**config.mk**
```make
export PLATFORM = sky130hd
export DESIGN_NAME = instr_fetch
export DESIGN_NICKNAME = d
export VERILOG_FILES = /design/src/rtl/instr_fetch.sv
export SDC_FILE = /design/constraint.sdc
export NUM_CORES = 1
export LEC_CHECK = 0
export ABC_AREA = 1
export BUFFER_PORTS_ARGS = -buffer_cell sky130_fd_sc_hd__buf_2
export CAP_MARGIN = 20
export CORE_ASPECT_RATIO = 1.2
export CORE_MARGIN = 3
export CORE_UTILIZATION = 62
export CTS_CLUSTER_DIAMETER = 60
export DETAILED_ROUTE_END_ITERATION = 8
export PLACE_DENSITY_LB_ADDON = 0.08
export SYNTH_ARGS = -nofsm -noshare
export SYNTH_HDL_FRONTEND = slang
export SYNTH_SLANG_ARGS = --single-unit
export TNS_END_PERCENT = 5
```
**constraint.sdc**
```tcl
create_clock -name i_clk -period 16.1 [get_ports i_clk]
set_input_delay 0.805 -clock i_clk [delete_from_list [all_inputs] [get_ports i_clk]]
set_output_delay 0.805 -clock i_clk [all_outputs]
set_load 0.03 [all_outputs]
```
**src/rtl/instr_fetch.sv**
```systemverilog
// Fetch stage: owns the PC, issues one request at a time to the I-cache and buffers returns for decode.
// Optional JAL target prediction is compiled in with IF_JAL_PREDICT_EN.
module instr_fetch #(
  parameter int unsigned          ADDR_SIZE  = 32,
  parameter int unsigned          INST_SIZE  = 32,
  parameter logic [ADDR_SIZE-1:0] RESET_PC   = '0,
  parameter int unsigned          FIFO_DEPTH = 2
) (
  input  logic                 i_clk,
  input  logic                 i_areset,
  output logic                 o_req,
  output logic [ADDR_SIZE-1:0] o_addr,
  input  logic                 i_instr_valid,
  input  logic [INST_SIZE-1:0] i_instruction,
  input  logic                 i_redirect,
  input  logic [ADDR_SIZE-1:0] i_redirect_pc,
  output logic                 o_valid,
  input  logic                 i_ready,
  output logic [INST_SIZE-1:0] o_instr,
  output logic [ADDR_SIZE-1:0] o_pc,
  output logic                 o_pred_taken
);

  localparam int unsigned PTR_W = (FIFO_DEPTH > 1) ? $clog2(FIFO_DEPTH) : 1;
  localparam int unsigned CNT_W = $clog2(FIFO_DEPTH + 1);

  typedef enum logic [1:0] {
    S_FETCH   = 2'd0,
    S_STALL   = 2'd1,
    S_DISCARD = 2'd2
  } state_e;

  state_e               state_q, state_d;
  logic [ADDR_SIZE-1:0] pc_q, pc_d;
  logic [ADDR_SIZE-1:0] req_addr_q, req_addr_d;
  logic                 req_q, req_d;
  logic                 valid_q, valid_d;
  logic [CNT_W-1:0]     count_q, count_d;
  logic [PTR_W-1:0]     wr_ptr_q, wr_ptr_d;
  logic [PTR_W-1:0]     rd_ptr_q, rd_ptr_d;

  logic [INST_SIZE-1:0] instr_mem_q [FIFO_DEPTH];
  logic [ADDR_SIZE-1:0] pc_mem_q    [FIFO_DEPTH];

  logic                 push;
  logic                 pop;
  logic                 flush;
  logic [CNT_W-1:0]     count_if_push;
  logic [ADDR_SIZE-1:0] next_pc;
  logic [ADDR_SIZE-1:0] redirect_pc;

  assign redirect_pc   = i_redirect_pc & ~ADDR_SIZE'(3);
  assign count_if_push = count_q + CNT_W'(1) - CNT_W'(pop);

`ifdef IF_JAL_PREDICT_EN
  logic        is_jal;
  logic [20:0] jal_imm;
  logic        pred_mem_q [FIFO_DEPTH];

  // J-type immediate: imm[20|10:1|11|19:12] sits in instruction bits [31:12]
  assign is_jal  = (i_instruction[6:0] == 7'b1101111);
  assign jal_imm = {i_instruction[31], i_instruction[19:12], i_instruction[20],
                    i_instruction[30:21], 1'b0};
  assign next_pc = is_jal ? req_addr_q + ADDR_SIZE'($signed(jal_imm))
                          : req_addr_q + ADDR_SIZE'(4);

  always_ff @(posedge i_clk or posedge i_areset) begin
    if (i_areset) begin
      for (int i = 0; i < FIFO_DEPTH; i++) pred_mem_q[i] <= 1'b0;
    end else if (push) begin
      pred_mem_q[wr_ptr_q] <= is_jal;
    end
  end

  assign o_pred_taken = pred_mem_q[rd_ptr_q];
`else
  assign next_pc      = req_addr_q + ADDR_SIZE'(4);
  assign o_pred_taken = 1'b0;
`endif

  // Next-state: redirect always wins; a word returning for a superseded request is never pushed
  always_comb begin
    state_d    = state_q;
    pc_d       = pc_q;
    req_addr_d = req_addr_q;
    push       = 1'b0;
    flush      = 1'b0;
    pop        = valid_q & i_ready;

    case (state_q)
      S_FETCH: begin
        if (i_redirect) begin
          flush   = 1'b1;
          pc_d    = redirect_pc;
          state_d = (req_q && !i_instr_valid) ? S_DISCARD : S_FETCH;
        end else if (req_q && i_instr_valid) begin
          push    = 1'b1;
          pc_d    = next_pc;
          state_d = (count_if_push < CNT_W'(FIFO_DEPTH)) ? S_FETCH : S_STALL;
        end
      end
      S_STALL: begin
        if (i_redirect) begin
          flush   = 1'b1;
          pc_d    = redirect_pc;
          state_d = S_FETCH;
        end else if (pop) begin
          state_d = S_FETCH;
        end
      end
      S_DISCARD: begin
        if (i_redirect) pc_d = redirect_pc;
        if (i_instr_valid) state_d = S_FETCH;
      end
      default: state_d = S_FETCH;
    endcase

    // A fresh request samples the PC whenever the previous one finished or none was active
    if (state_d == S_FETCH && (!req_q || i_instr_valid)) req_addr_d = pc_d;
    req_d = (state_d != S_STALL);

    if (flush) begin
      count_d  = '0;
      wr_ptr_d = '0;
      rd_ptr_d = '0;
    end else begin
      count_d  = count_q + CNT_W'(push) - CNT_W'(pop);
      wr_ptr_d = push ? wr_ptr_q + PTR_W'(1) : wr_ptr_q;
      rd_ptr_d = pop  ? rd_ptr_q + PTR_W'(1) : rd_ptr_q;
    end
    valid_d = (count_d != '0);
  end

  always_ff @(posedge i_clk or posedge i_areset) begin
    if (i_areset) begin
      state_q    <= S_FETCH;
      pc_q       <= RESET_PC;
      req_addr_q <= RESET_PC;
      req_q      <= 1'b0;
      valid_q    <= 1'b0;
      count_q    <= '0;
      wr_ptr_q   <= '0;
      rd_ptr_q   <= '0;
    end else begin
      state_q    <= state_d;
      pc_q       <= pc_d;
      req_addr_q <= req_addr_d;
      req_q      <= req_d;
      valid_q    <= valid_d;
      count_q    <= count_d;
      wr_ptr_q   <= wr_ptr_d;
      rd_ptr_q   <= rd_ptr_d;
    end
  end

  always_ff @(posedge i_clk or posedge i_areset) begin
    if (i_areset) begin
      for (int i = 0; i < FIFO_DEPTH; i++) begin
        instr_mem_q[i] <= '0;
        pc_mem_q[i]    <= '0;
      end
    end else if (push) begin
      instr_mem_q[wr_ptr_q] <= i_instruction;
      pc_mem_q[wr_ptr_q]    <= req_addr_q;
    end
  end

  assign o_req   = req_q;
  assign o_addr  = req_addr_q;
  assign o_valid = valid_q;
  assign o_instr = instr_mem_q[rd_ptr_q];
  assign o_pc    = pc_mem_q[rd_ptr_q];

endmodule

```
Word level (Yosys, flattened, before mapping)
Cells that the tools add are included.

cells by class
  $mul = 0
  eq/ne operators = 3
  order comparisons = 4
  multiplexer cells = 32
  bitwise gates (word level) = 3
  divide/modulo/power cells = 0
  $add $sub $neg = 7
  shift operators = 0
  reduce and logical (&&, ||, !) cells = 14

operators by type and width
  cell                                                count
  2-to-1 mux 32 bit                                   10
  bitwise mux 64 bit                                  2
  case mux 32 bit (2 select lines)                    1
  adder 32 x 3 -> 32 bit, second input constant       1
  demux 32 bit (select 1 bit)                         1
  2-to-1 mux 2 bit                                    7
  2-to-1 mux 1 bit                                    10
  case mux 2 bit (3 select lines)                     1
  nonzero test 2 bit                                  3
  >= comparator 2 bit, second input constant          2
  logical AND 1 bit                                   4
  logical NOT 2 bit                                   2
  NOT 1 -> 2 bit                                      2
  OR reduction 2 bit                                  2
  subtractor 2 x 1 -> 2 bit                           2
  adder 1 bit, second input constant                  2
  adder 2 x 1 -> 2 bit                                1
  adder 2 x 1 -> 2 bit, second input constant         1
  == test 2 x 1 -> 1 bit, second input constant       1
  == test 2 bit, second input constant                1
  logical NOT 1 bit                                   2
  < comparator 2 x 1 -> 1 bit, second input constant  1
  < comparator 2 bit, second input constant           1
  != test 2 x 1 -> 1 bit, second input constant       1
  other kinds (2)                                     2

word-level totals
  latch bits = 0
  bits in registers = 200
  output and inout port bits = 99
  bits in writable memories = 0
  memory bits (read-only) = 0
  bits of input ports = 69
  memories = 0

Logic depth before layout (Yosys ltp)
Gate-level depths: netlist of run 1.

  depth in word-level cells = 9
  depth in mapped cells = 14
  gate-level depth less buffers = 14

Least setup slack after synthesis of run 1
Ideal clock, no wire load.

  path kind = flip-flop to output port
  from = register rd_ptr_q
  to = output o_pc[12]
  stages on the path, launching flop included = 6
  setup slack = 14.030 ns
  required time = 15.295 ns
  buffers on the path = 2
  arrival time = 1.265 ns
  cell sequence = dfrtp_1 -> inv_1 -> clkbuf_1 -> buf_1 -> nand2_1 -> nand2_1

on the way
  word-level cells in the longest chain between the ends = 4

RTL lines
  item                                                   RTL line  text
  start, declared                                        40        logic [PTR_W-1:0] rd_ptr_q, rd_ptr_d;
  start signal, assigned                                 152       rd_ptr_q <= rd_ptr_d;
  NOT 1 -> 2 bit (implied by the code)                   172       assign o_pc = pc_mem_q[rd_ptr_q];
  2-to-1 mux 32 bit (implied by the code) (3 in series)  172
  end, declared                                          20        output logic [ADDR_SIZE-1:0] o_pc,

Every way passes these cells. The select of a mux whose other input is x is not followed.

Worst setup path in the final report of run 1
  from = register state_q[0]
  to = register req_addr_q[18], in the netlist o_addr[18]

on the way
  word-level cells in the longest chain between the ends = 5
  elaborated cells between the ends (all ways) = 13
  those cells by class = eq/ne (2); mux (7); reduce/logical (4)

RTL lines
  item                                 RTL line  text
  start, declared                      33        state_e state_q, state_d;
  start signal, assigned               145       state_q <= state_d;
  2-to-1 mux 2 bit (on tied branches)  107, 96
  2-to-1 mux 2 bit (on tied branches)  103, 92
  case mux 2 bit (3 select lines)      90        case (state_q)
  logical NOT 2 bit                    119       if (state_d == S_FETCH && (!req_q || i_instr_valid)) req_addr_d = pc_d;
  logical AND 1 bit                    119
  end signal, assigned                 147       req_addr_q <= req_addr_d;
  end, declared                        35        logic [ADDR_SIZE-1:0] req_addr_q, req_addr_d;

Parallel ways exist; a longest one is shown, timed or not.
A chain may end at the register's enable or synchronous reset.

==> flow_results.org, run 1 <==
** Outcome
- The flow ran to the end, and the final reports show no timing, DRC or antenna violations.

** STA
- In this run the tightest slew margin relative to its limit is about a third.
- Maximum clock skew at final layout :: approximately 0.0086 ns
- Final critical-path required period :: about 3.5 ns
- In the finished design, the share of the clock period the worst path needs comes to between 20% and 30%.
- Setup repair after global routing left no endpoint under its margin.
- Number of failing hold endpoints at the final stage :: 0
- Least-Margin Pin Slew :: between 0.9 and 1 ns
- Setup violations remaining at the end of the flow were counted as 0.
- The number of max-slew violations in the final report was 0.
- Final TNS setup :: 0 ns
- Static timing analysis puts the maximum clock frequency at between 200 and 300 MHz.

** Drt
- In the final routed layout, each cell accounts on average for 14.9 µm.
- Number of vias per cell after detailed routing :: between 5 and 6
- Post-route antenna net violation count :: 0
- Initial DRC count :: between 1,000 and 1,500
- Vias :: between 9,000 and 10,000
- After detailed routing, the total wire length is roughly 27,000 µm.
- For this run, design rule violations remaining after detail routing come to 0.
- For this run, the detailed router's first-pass iteration total came to 5.

** Power
- Summed over all cells, the static leakage comes to 6.42 nW.
- Power consumption :: roughly 2.6 mW
- VDD sags by at most around 0.15 mV.
- Power per unit of standard cell area :: approximately 220 nW/µm²

** Synth
- Fraction of the mapped netlist area in simple logic gates :: a little under a third
- The portion of synthesized area spent on multiplexers is 0%.
- Fraction of post-synthesis cell area in the top cell type by area :: a little under half
- Cell count after synthesis :: approximately 1,500
- Synth area leader :: sky130_fd_sc_hd__dfrtp_1
- Fraction of the mapped netlist area in compound gates :: a little over an eighth
- Area of the mapped netlist :: 10,500 µm²
- The commonest cells after synthesis are sky130_fd_sc_hd__nand2_1, sky130_fd_sc_hd__dfrtp_1, sky130_fd_sc_hd__o21ai_0.
- The number of different library cells used by synthesis comes to 38.
- Of the total synthesized cell area, the portion taken by XOR and XNOR cells is 0.167%.
- Fraction of synthesis flops using an asynchronous set or reset pin :: 100%
- After synthesis, the largest family of logic cells by area is simple AND/OR/NAND/NOR gates.
- Dividing the synthesized area by the synthesized cell count gives around 7.2 µm².
- Number of nets produced by synthesis :: between 1,500 and 2,000
- For this run, the number of Yosys warnings is 0.
- In the post-synthesis netlist, the biggest area contributors are sky130_fd_sc_hd__dfrtp_1, sky130_fd_sc_hd__nand2_1, sky130_fd_sc_hd__o21ai_0.
- Summing the areas of all fa, ha and maj instances in the mapped netlist gives 0.835% of the synthesized area.
- Counting flops with a built-in enable in the synthesized netlist gives 0.
- Top_reg_cell synth :: sky130_fd_sc_hd__dfrtp_1
- Among all cell types in the netlist, the one instantiated most often is sky130_fd_sc_hd__nand2_1.
- Sequential elements use between 40% and 50% of the synthesized area.
- Synthesis inferred 200 register bits.

** Finish
- Area added between synthesis and finish :: 14.2%
- Post-layout net count :: between 1,500 and 2,000
- In the final layout, the share of cells above drive strength 1 is between 15 and 20%.
- The number of antenna diodes in the final layout is 0.
- After filler insertion, the fill cell instance count of the layout stands at about 1,400.

** Global route
- The total overflow left after global routing is 0.
- Largest net degree at the start of global routing :: ~140
- Total GRT Usage :: between 20 and 30%
- The first global-routing pass estimated around 44,000 µm of wire.
- Number of antenna violations at the first check in global routing :: 0
- Vias in the first global route :: 8,921

** Critical path
- In this design, the stage delay of the slowest critical-path cell is 0.84 ns.
- On the critical path the largest part of the delay comes from simple AND/OR/NAND/NOR gates.
- Startpoint-to-endpoint class of the critical path :: reg2reg
- Crit path max fanout :: 43
- In this design, the critical path's most frequently occurring cell is sky130_fd_sc_hd__nand2_1.
- For the worst setup path, the data arrival time is between 3 and 4 ns.
- Highest-delay cell along the critical path :: sky130_fd_sc_hd__ha_1
- The critical path contains buffers and inverters numbering 2 combined.
- Startpoint kind of the worst setup timing path :: flip-flop
- Number of cells on the critical path :: 8
- STA classifies the critical path endpoint as a flip-flop.
- Crit path cell chain :: ha_1 > inv_1 > nand3b_2 > nand3b_4 > nor2_8 > inv_2 > nand2_1 > nand2_1
- Counting cells, the worst reg-to-reg path comes to 8.
- Data on the critical path is required at its endpoint by 16.43 ns.

** Min path
- The worst hold path passes through 2 cells.
- Worst hold path type :: reg2reg

** Die
- Initial core utilization :: 64.0%
- Standard-cell rows :: 51
- In this run the vertical extent of the chip is between 100 and 150 µm.
- Floorplan Core Area :: 16,400 µm²
- Pin placement for this block handled 168 I/O pins.
- Width of the die :: 125 µm
- Overall die area :: 18,500 µm²

** Clock tree
- Clock-pin slew was measured on the worst setup and hold paths at ~0.070 ns.
- In this run, post-CTS repair resized a total of 0 instances.
- Clock latency on the worst-skew pair, taken at its later pin, is 0.43 ns.
- No sink is reached through more buffers than the 2 on the longest clock path.
- Clk sinks :: 200
- TritonCTS built the clock tree.
- H-tree depth :: 4
- Number of buffers inserted to repair setup after CTS :: 0
- Root buffer cell :: sky130_fd_sc_hd__clkbuf_16
- In this run, post-CTS hold repair placed 0 buffers.
- TritonCTS buffer count :: 17

** Job
- The tool flagged a number of max-cap violations equal to 0.

** Placement
- Buffers placed on the I/O ports in this run total between 150 and 200.
- Routability-driven placement finished with a final weighted congestion of 0.872.
- Detailed Place HPWL :: about 17,000 µm
## layout by cell type (no fill, tap or decap), types with 4 or more instances in the layout
| cell type | n |
|---|---|
| sky130_fd_sc_hd__a21boi_0 | 6 |
| sky130_fd_sc_hd__a21boi_1 | 17 |
| sky130_fd_sc_hd__a21oi_1 | 38 |
| sky130_fd_sc_hd__buf_2 | 164 |
| sky130_fd_sc_hd__buf_4 | 7 |
| sky130_fd_sc_hd__clkbuf_16 | 17 |
| sky130_fd_sc_hd__dfrtp_1 | 199 |
| sky130_fd_sc_hd__ha_1 | 7 |
| sky130_fd_sc_hd__inv_1 | 101 |
| sky130_fd_sc_hd__inv_2 | 5 |
| sky130_fd_sc_hd__nand2_1 | 628 |
| sky130_fd_sc_hd__nand2_2 | 5 |
| sky130_fd_sc_hd__nand3_1 | 57 |
| sky130_fd_sc_hd__nor2_1 | 63 |
| sky130_fd_sc_hd__nor2_2 | 6 |
| sky130_fd_sc_hd__nor2_4 | 4 |
| sky130_fd_sc_hd__o21ai_0 | 183 |
| sky130_fd_sc_hd__o21ai_1 | 16 |
| sky130_fd_sc_hd__or2_2 | 14 |
## tightest hold or removal path, stage by stage, from the launching register on
cell,delay [ns]
sky130_fd_sc_hd__dfrtp_1,0.34
sky130_fd_sc_hd__nand2_1,0.05
sky130_fd_sc_hd__o21ai_0,0.06
## layer usage
layer | GRT usage, % | share of wire, % | vias to the layer above
li1 | - | - | 4817
met1 | 40.1 | 43 | 4466
met2 | 46.0 | 47 | 391
met3 | 4.89 | 7.4 | 57
met4 | 10.4 | 2.8 | 0
met5 | 0 | 0 | -
## where the power goes
group          internal [mW]  switching [mW]
registers              0.729           0.151
clock network          0.249           0.201
logic                  0.367           0.880
## logic make-up after synthesis
group	Yosys count
fa+ha+maj	7
flops	200
xor+xnor	2
compound gates	271
buf+inv	187
other cells	1
simple gates	786
## sequential cells by signal, indices dropped and copies added (netlist names)
register and flops:
instr_mem_q 64, pc_mem_q 64, o_addr 32, pc_q 32, count_q 2, state_q 2
o_req 1, o_valid 1, rd_ptr_q 1, wr_ptr_q 1
## through the flow
stage	area [µm²]	worst slack [ns]	instances	util, %	hold slack [ns]
floorplan	10500	9.84	1454	-	0.453
global placement	11300	12.41	1758	68.8	0.465
detailed placement	11300	12.38	1758	68.8	0.473
CTS	11900	12.62	1790	72.6	0.490
global route	12000	12.34	1793	73.1	0.499
finish	12000	12.59	1793	73.1	0.486
## final cells by class
class                      count  area [µm²]  share of cell area (%)
clock inverter                14         190                    1.59
timing repair buffer         174         956                    7.98
inverter                     108         414                    3.46
clock buffer                  18         429                    3.58
multi-input combinational   1067        4720                    39.4
sequential                   200        5010                    41.8
tap                          212         265                    2.21
## worst paths after layout
check / startpoint / to / slack (ns)
min: pc_mem_q[15]$_DFFE_PP0P_ / pc_mem_q[15]$_DFFE_PP0P_ / 0.49
max: state_q[0]$_DFF_PP0_ / o_addr[18]$_DFFE_PP0P_ / 12.59
max in group asynchronous: i_areset / instr_mem_q[17]$_DFFE_PP0P_ / 14.16
max reg2reg: state_q[0]$_DFF_PP0_ / o_addr[18]$_DFFE_PP0P_ / 12.59
min in group asynchronous: i_areset / instr_mem_q[23]$_DFFE_PP0P_ / 0.55
min reg2reg: pc_mem_q[15]$_DFFE_PP0P_ / pc_mem_q[15]$_DFFE_PP0P_ / 0.49
(Power assumes the default switching activity.)
==> run 2, diff against run 1 <==
--- a/config.mk
+++ b/config.mk
@@ -10,7 +10,7 @@
 export CAP_MARGIN = 20
 export CORE_ASPECT_RATIO = 1.2
 export CORE_MARGIN = 3
-export CORE_UTILIZATION = 62
+export CORE_UTILIZATION = 52
 export CTS_CLUSTER_DIAMETER = 60
 export DETAILED_ROUTE_END_ITERATION = 8
 export PLACE_DENSITY_LB_ADDON = 0.08
==> constraint.sdc (replaced) <==
create_clock -name i_clk -period 3 [get_ports i_clk]
set_input_delay 0.15 -clock i_clk [delete_from_list [all_inputs] [get_ports i_clk]]
set_output_delay 0.15 -clock i_clk [all_outputs]
set_load 0.03 [all_outputs]
==> run 2 against run 1 <==
Against the previous run:
- maximum frequency increased by 36%
- sequential cell count unchanged
- clock power increased to 5.3 times the previous value
- sequential share of layout area decreased by 1.5 points
- register-to-register slack got worse by 12 ns
- worst setup slack got worse by 12 ns
==> flow_results.org, run 2 (same netlist as run 1, synthesis figures left out) <==
** Placement
- Detailed Place HPWL :: 17,900 µm (+3.6%)
- RePlAce Congestion :: 0.858 (-1.7%)
- The number of port buffers is 164 (unchanged).

** Min path
- The min-delay analysis places its worst path in the category in2reg.

** Global route
- The number of global-route vias before repair is 8,999 (+0.87%).
- Grt total ovfl :: 0 (unchanged)
- The combined global-route utilization of all metal layers was 25.0% (-3.8 points).
- The initial antenna violation count is 0 (unchanged).
- Wire length of the first global-routing pass :: 44,600 µm (+2.1%)
- The maximum number of pins on one net before global-route repair was 129 (-6.5%).

** Clock tree
- The clock edge transition at the registers on the reported setup and hold paths was 0.08 ns (about the same).
- TritonCTS built the clock tree.
- H-tree depth :: 4 (unchanged)
- The number of sinks handled by clock tree synthesis was 200 (unchanged).
- Clock tree buffer depth :: 2 (unchanged)
- The clock latency on the worst-skew pair was 0.43 ns (about the same).
- The CTS buffer count was 17 (unchanged).
- The tree is rooted in a sky130_fd_sc_hd__clkbuf_16.

** STA
- Unrepaired setup endpoints after global routing :: no
- Worst max-slew margin expressed relative to the limit :: 42.6% (+9.1 points)
- The number of max-slew violations in the final report was 0 (unchanged).
- Final critical-path required period :: 2.58 ns (-0.931 ns)
- Final TNS setup :: 0 ns (unchanged)
- The hold slack is 0.102 ns (-0.384 ns).
- Number of failing hold endpoints at the final stage :: 0 (unchanged)
- The setup-violating endpoint count in the final report is 0 (unchanged).
- The final setup skew came to 0.0136 ns (+0.00504 ns).
- The actual slew at the worst max-slew pin is 0.859 ns (-0.138 ns).
- The upper clock frequency limit was 387 MHz (+36%).
- Final critical-path share of the clock period :: 86.1% (+64 points)

** Critical path
- Startpoint kind of the worst setup timing path :: flip-flop
- Signal arrival time at the worst endpoint :: 2.91 ns (-0.93 ns)
- Startpoint-to-endpoint class of the critical path :: reg2reg
- The worst setup path is captured at a flip-flop.
- Setup slack, reg-to-reg :: 0.42 ns (-12.17 ns)
- The required time of the critical path came to 3.32 ns (-13.11 ns).
- Crit path max fanout :: 43 (unchanged)

** Finish
- Most frequent standard cell in the layout excluding fill and tap cells :: sky130_fd_sc_hd__nand2_1
- Share of final-layout standard cells stronger than drive strength 1 :: 15.7% (+0.11 points)
- In the final layout, the registers with the most flip-flops are instr_mem_q x64, pc_mem_q x64.
- Post-layout net count :: 1,684 (+2.4%)
- N_diodes :: 0 (unchanged)
- Commonest cells after routing, fill and taps aside :: sky130_fd_sc_hd__nand2_1, sky130_fd_sc_hd__dfrtp_1, sky130_fd_sc_hd__o21ai_0
- The fill cell total of the finished layout came to 1,793 (+33%).
- The final core utilization came to 63.1% (-10 points).
- The area growth from synthesis to layout is 18.4%.

** Drt
- The total number of vias was 9,736 (+0.051%).
- The number of remaining DRC errors is 0 (unchanged).
- Post-route antenna net violation count :: 0 (unchanged)
- Total Routed Length :: 27,400 µm (+2.4%)
- Drt wl/cell :: 14.6 µm (-2.4%)
- The via count normalized by instance count is 5.17 (-4.7%).
- The number of DRC markers after the initial detailed-route iteration came to 584 (-43%).
- Number of detailed-routing iterations run before antenna repair :: 6 (+1)

** Die
- Standard-cell rows :: 56 (+9.8%)
- The area enclosed by the die boundary was 21,900 µm² (+18%).
- Io pins :: 168 (unchanged)
- The height of the chip came to 162 µm (+8.8%).
- The horizontal extent of the die is 136 µm (+8.7%).
- Initial core utilization :: 53.3% (-11 points)
- Floorplan Core Area :: 19,700 µm² (+20%)

** Power
- Maximum vdd ir drop :: 0.724 mV (+400%)
- Flop pwr share :: 34.3% (about the same)
- Gate power share :: 48.5% (about the same)
- Net switching power of the design :: 6.67 mW (+440%)
- Clk pwr share :: 17.2% (-0.3 points)
- The static leakage came to 6.60 nW (+2.7%).
- Internal portion of total power :: 7.12 mW (+430%)
- Sw Share :: 48.4% (+0.53 points)
- Power per unit of standard cell area :: 1110 nW/µm² (+420%)

** Job
- The max capacitance violation total came to 0 (unchanged).

** Outcome
- Run status :: finished clean
[run 2: final timing paths]
kind / to / depth (start not counted) / from
min in group asynchronous: instr_mem_q[28]$_DFFE_PP0P_ / 3 / i_areset
worst max-delay path: o_addr[19]$_DFFE_PP0P_ / 9 / o_req$_DFF_PP0_
worst min register to register: pc_mem_q[46]$_DFFE_PP0P_ / 2 / pc_mem_q[46]$_DFFE_PP0P_
max in group asynchronous: pc_q[4]$_DFF_PP0_ / 4 / i_areset
worst max register to register: o_addr[19]$_DFFE_PP0P_ / 9 / o_req$_DFF_PP0_
worst min-delay path: pc_q[26]$_DFF_PP0_ / 5 / i_redirect_pc[26]
[run 2: timing repair]
| item | 4_1_cts | 5_1_grt |
|---|---|---|
| endpoints found under the setup margin | 0 | 0 |
| resized for setup | 0 | 0 |
| endpoints found under the hold margin | 95 | 0 |
| setup buffers | 0 | 0 |
| hold buffers | 33 | 0 |
[run 2: power by group through the flow]
stage	sequential, mW	combinational [mW]	clock [mW]
2_1_floorplan	4.93	4.56	0
3_3_place_gp	4.72	6.54	0
3_5_place_dp	4.75	6.63	0
4_1_cts	4.71	6.70	2.42
5_1_grt	4.88	7.44	2.53
6_report	4.73	6.68	2.38
[run 2: cell type report]
type                       instances  area [µm²]  share of cell area, %
clock buffer                      18         439                   3.54
clock inverter                    14         174                   1.40
inverter                         108         410                   3.30
multi-input combinational       1067        4720                   38.0
sequential                       200        5010                   40.3
tap                              261         327                   2.63
timing repair buffer             214        1340                   10.8
[run 2: worst max-delay path, stage by stage (launching register included)]
cell and delay (ns):
sky130_fd_sc_hd__dfrtp_1 0.38, sky130_fd_sc_hd__nand2_2 0.34, sky130_fd_sc_hd__a21oi_1 0.24, sky130_fd_sc_hd__o21ai_0 0.13
sky130_fd_sc_hd__nand2_1 0.15, sky130_fd_sc_hd__nand3b_4 0.12, sky130_fd_sc_hd__nor2_8 0.49, sky130_fd_sc_hd__inv_2 0.37
sky130_fd_sc_hd__nand2_1 0.16, sky130_fd_sc_hd__nand2_1 0.06
[run 2: metal layers]
metal / share of wire (%) / GRT usage [%] / vias up
met5: 0 / 0 / -
met4: 0.93 / 5.36 / 0
met3: 4.6 / 3.46 / 14
met2: 47 / 40.7 / 269
met1: 47 / 36.0 / 4552
li1: - / - / 4901
[run 2: metrics by stage]
step | instances | instance area (µm²) | total power, mW | setup WS [ns]
after floorplan | 1454 | 10500 | 9.48 | 0.262
after global routing | 1882 | 12400 | 14.9 | 0.158
after CTS | 1882 | 12400 | 13.8 | 0.419
final | 1882 | 12400 | 13.8 | 0.418
after detailed placement | 1817 | 11500 | 11.4 | 0.457
after global placement | 1817 | 11500 | 11.3 | 0.557
==> run 3, diff against run 2 <==
--- a/config.mk
+++ b/config.mk
@@ -13,7 +13,7 @@
 export CORE_UTILIZATION = 52
 export CTS_CLUSTER_DIAMETER = 60
 export DETAILED_ROUTE_END_ITERATION = 8
-export PLACE_DENSITY_LB_ADDON = 0.08
+export PLACE_DENSITY = 0.77
 export SYNTH_ARGS = -nofsm -noshare
 export SYNTH_HDL_FRONTEND = slang
 export SYNTH_SLANG_ARGS = --single-unit
==> run 3 against run 2 <==
Against the previous run:
- first-iteration DRC count up 15%
- worst hold slack worse by 0.095 ns
- clock-buffer cell count is the same
- wire length rose by 1.5%
- clock power increased by 2%
- critical endpoint is now o_addr[21]$_DFFE_PP0P_
- critical path type unchanged
==> flow_results.org, run 3 (same netlist as run 1, synthesis figures left out) <==
** Drt
- The total number of vias is 9,858 (+1.3%).
- The wire length after detailed routing was 27,800 µm (+1.5%).
- The number of detailed-routing iterations run before antenna repair is 5 (-1).
- The remaining antenna violation count came to 0 (unchanged).
- Initial DRC count :: 669 (+15%)
- Number of vias per cell after detailed routing :: 5.24 (+1.4%)
- The detailed-route wire length per cell is 14.8 µm (+1.6%).
- The number of remaining DRC errors was 0 (unchanged).

** STA
- Max Slew Vio Count :: 0 (unchanged)
- The minimum period implied by the final worst setup slack came to 2.36 ns (-0.220 ns).
- Unrepaired setup endpoints after global routing :: no
- Number of failing hold endpoints at the final stage :: 0 (unchanged)
- The max-slew headroom at the worst pin came to 50.5% (+7.9 points).
- Least-Margin Pin Slew :: 0.743 ns (-0.116 ns)
- The upper clock frequency limit was 423 MHz (+9.3%).
- Final TNS setup :: 0 ns (unchanged)
- Total setup violations reported at the end of the flow :: 0 (unchanged)
- The share of the clock period used by the worst path after layout was 78.8% (-7.3 points).
- Maximum clock skew at final layout :: 0.0103 ns (-0.00331 ns)

** Clock tree
- The count of hold buffers inserted by post-cts repair was 29 (-12%).
- TritonCTS built the clock tree.
- Number of buffers inserted to repair setup after CTS :: 0 (unchanged)
- Clock tree buffer depth :: 2 (unchanged)
- Root buffer cell :: sky130_fd_sc_hd__clkbuf_16
- Clock transition at the registers of the reported paths :: 0.07 ns (about the same)
- The number of H-tree branching levels is 4 (unchanged).
- The number of sinks handled by clock tree synthesis was 200 (unchanged).
- The count of instances resized after the clock tree is built came to 0 (unchanged).
- Clock insertion delay at the later pin of the skew report :: 0.43 ns (about the same)
- TritonCTS buffer count :: 17 (unchanged)

** Finish
- The largest registers in the layout are instr_mem_q x64, pc_mem_q x64.
- The final core utilization was 63.0% (-0.14 points).
- Commonest cells after routing, fill and taps aside :: sky130_fd_sc_hd__nand2_1, sky130_fd_sc_hd__dfrtp_1, sky130_fd_sc_hd__o21ai_0
- The library cell used most frequently in the layout, excluding fill and tap cells, is sky130_fd_sc_hd__nand2_1.
- Number of filler instances in the final layout :: 1,754 (-2.2%)
- Area added between synthesis and finish :: 18.1%
- Post-layout net count :: 1,682 (-0.12%)
- The fraction of final layout cells with drive strength greater than 1 came to 15.9% (+0.14 points).
- N_diodes :: 0 (unchanged)

** Critical path
- The worst setup path is launched from a flip-flop.
- Highest-delay cell along the critical path :: sky130_fd_sc_hd__dfrtp_1
- Max incr delay on CP :: 0.43 ns (-0.06 ns)
- On the critical path the largest part of the delay comes from buffers and inverters.
- The worst path buffer plus inverter count was 3 (+2).
- Worst path required time :: 3.37 ns (+0.05 ns)
- Startpoint-to-endpoint class of the critical path :: reg2reg
- Critical path capture point type :: flip-flop
- Crit path max fanout :: 24 (-44%)
- Setup slack, reg-to-reg :: 0.64 ns (+0.22 ns)
- The signal on the critical path passes through inv_1 > ha_1 > buf_4 > o211ai_1 > o21a_2 > nor2_4 > nor2_8 > buf_4 > nand3_1 > nand2_1.
- The cell that appears most often on the critical path is sky130_fd_sc_hd__buf_4.
- Signal arrival time at the worst endpoint :: 2.73 ns (-0.18 ns)

** Power
- Gate power share :: 48.3% (-0.2 points)
- Flop pwr share :: 34.2% (about the same)
- The internal power of the cells was 7.21 mW (+1.2%).
- Maximum vdd ir drop :: 0.726 mV (+0.35%)
- The overall power was 13.8 mW (-0.21%).
- Static Leakage :: 6.58 nW (-0.30%)
- Power per unit of standard cell area :: 1110 nW/µm² (about the same)
- The clock network fraction of design power was 17.6% (+0.4 points).
- The net switching power is 6.55 mW (-1.7%).
- The switching share of total power is 47.6% (-0.75 points).

** Global route
- The combined global-route utilization of all metal layers is 25.3% (+0.27 points).
- Number of antenna violations at the first check in global routing :: 0 (unchanged)
- The aggregate global routing overflow came to 0 (unchanged).
- The global-route wire length before repair is 45,100 µm (+1.3%).
- Largest net degree at the start of global routing :: 129 (unchanged)
- The number of global-route vias before repair was 9,341 (+3.8%).

** Die
- Floorplan Core Area :: 19,700 µm² (unchanged)
- The area enclosed by the die boundary is 21,900 µm² (unchanged).
- Initial core utilization :: 53.3% (unchanged)
- Width of the die :: 136 µm (unchanged)
- The top-level port count was 168 (unchanged).
- The height of the chip came to 162 µm (unchanged).
- The cell row count was 56 (unchanged).

** Placement
- The placer congestion estimate was 0.859 (+0.14%).
- The sum of net half-perimeters after detailed placement is 18,500 µm (+3.3%).
- Count of buffers from port buffering :: 164 (unchanged)

** Min path
- Worst hold path type :: in2reg

** Job
- Total of max-cap violations :: 0 (unchanged)

** Outcome
- The run finished with clean final reports.
-- run 3: metrics by stage --
step	area, µm²	instances	hold WS (ns)	setup WS (ns)
after floorplan	10500	1454	0.298	0.262
after global placement	11500	1819	0.234	0.772
after detailed placement	11500	1819	0.241	0.688
after CTS	12400	1880	0.000443	0.661
after global routing	12400	1880	0.0175	0.516
final	12400	1880	0.00723	0.637
-- run 3: area by class of cell --
cell class	count	area, µm²	share of cell area [%]
inverters	108	410	3.31
multi-input cells	1067	4720	38.1
clock inverters	14	184	1.48
clock buffers	18	439	3.54
repair buffers	212	1300	10.5
well taps	261	327	2.63
flip-flops and latches	200	5010	40.4
-- run 3: path summary, 6_finish.rpt --
path                                          start                          end  cells after the start
max reg2reg                    state_q[0]$_DFF_PP0_       o_addr[21]$_DFFE_PP0P_                     10
max                            state_q[0]$_DFF_PP0_       o_addr[21]$_DFFE_PP0P_                     10
max in group asynchronous                  i_areset       o_addr[24]$_DFFE_PP0P_                      4
min reg2reg                pc_mem_q[15]$_DFFE_PP0P_     pc_mem_q[15]$_DFFE_PP0P_                      2
min in group asynchronous                  i_areset  instr_mem_q[59]$_DFFE_PP0P_                      3
min                               i_instruction[11]  instr_mem_q[43]$_DFFE_PP0P_                      3
-- run 3: worst min-delay path, stage by stage --
cell                      delay (ns)
sky130_fd_sc_hd__buf_2          0.10
sky130_fd_sc_hd__inv_1          0.06
sky130_fd_sc_hd__o21ai_0        0.08
-- run 3: per-layer routing --
metal | part of all wire [%] | routed length [µm] | track usage [%] | vias to the layer above
li1 | - | - | - | 4876
met1 | 43 | 12000 | 33.7 | 4568
met2 | 49 | 13600 | 42.4 | 379
met3 | 6.4 | 1780 | 4.30 | 35
met4 | 1.5 | 422 | 7.61 | 0
met5 | 0 | 0 | 0 | -
-- run 3: power by group through the flow --
stage               clock network (mW)  logic, mW  registers, mW
floorplan                            0       4.56           4.93
global placement                     0       6.42           4.68
detailed placement                   0       6.56           4.72
CTS                               2.47       6.63           4.68
global route                      2.57       7.37           4.83
finish                            2.42       6.64           4.70
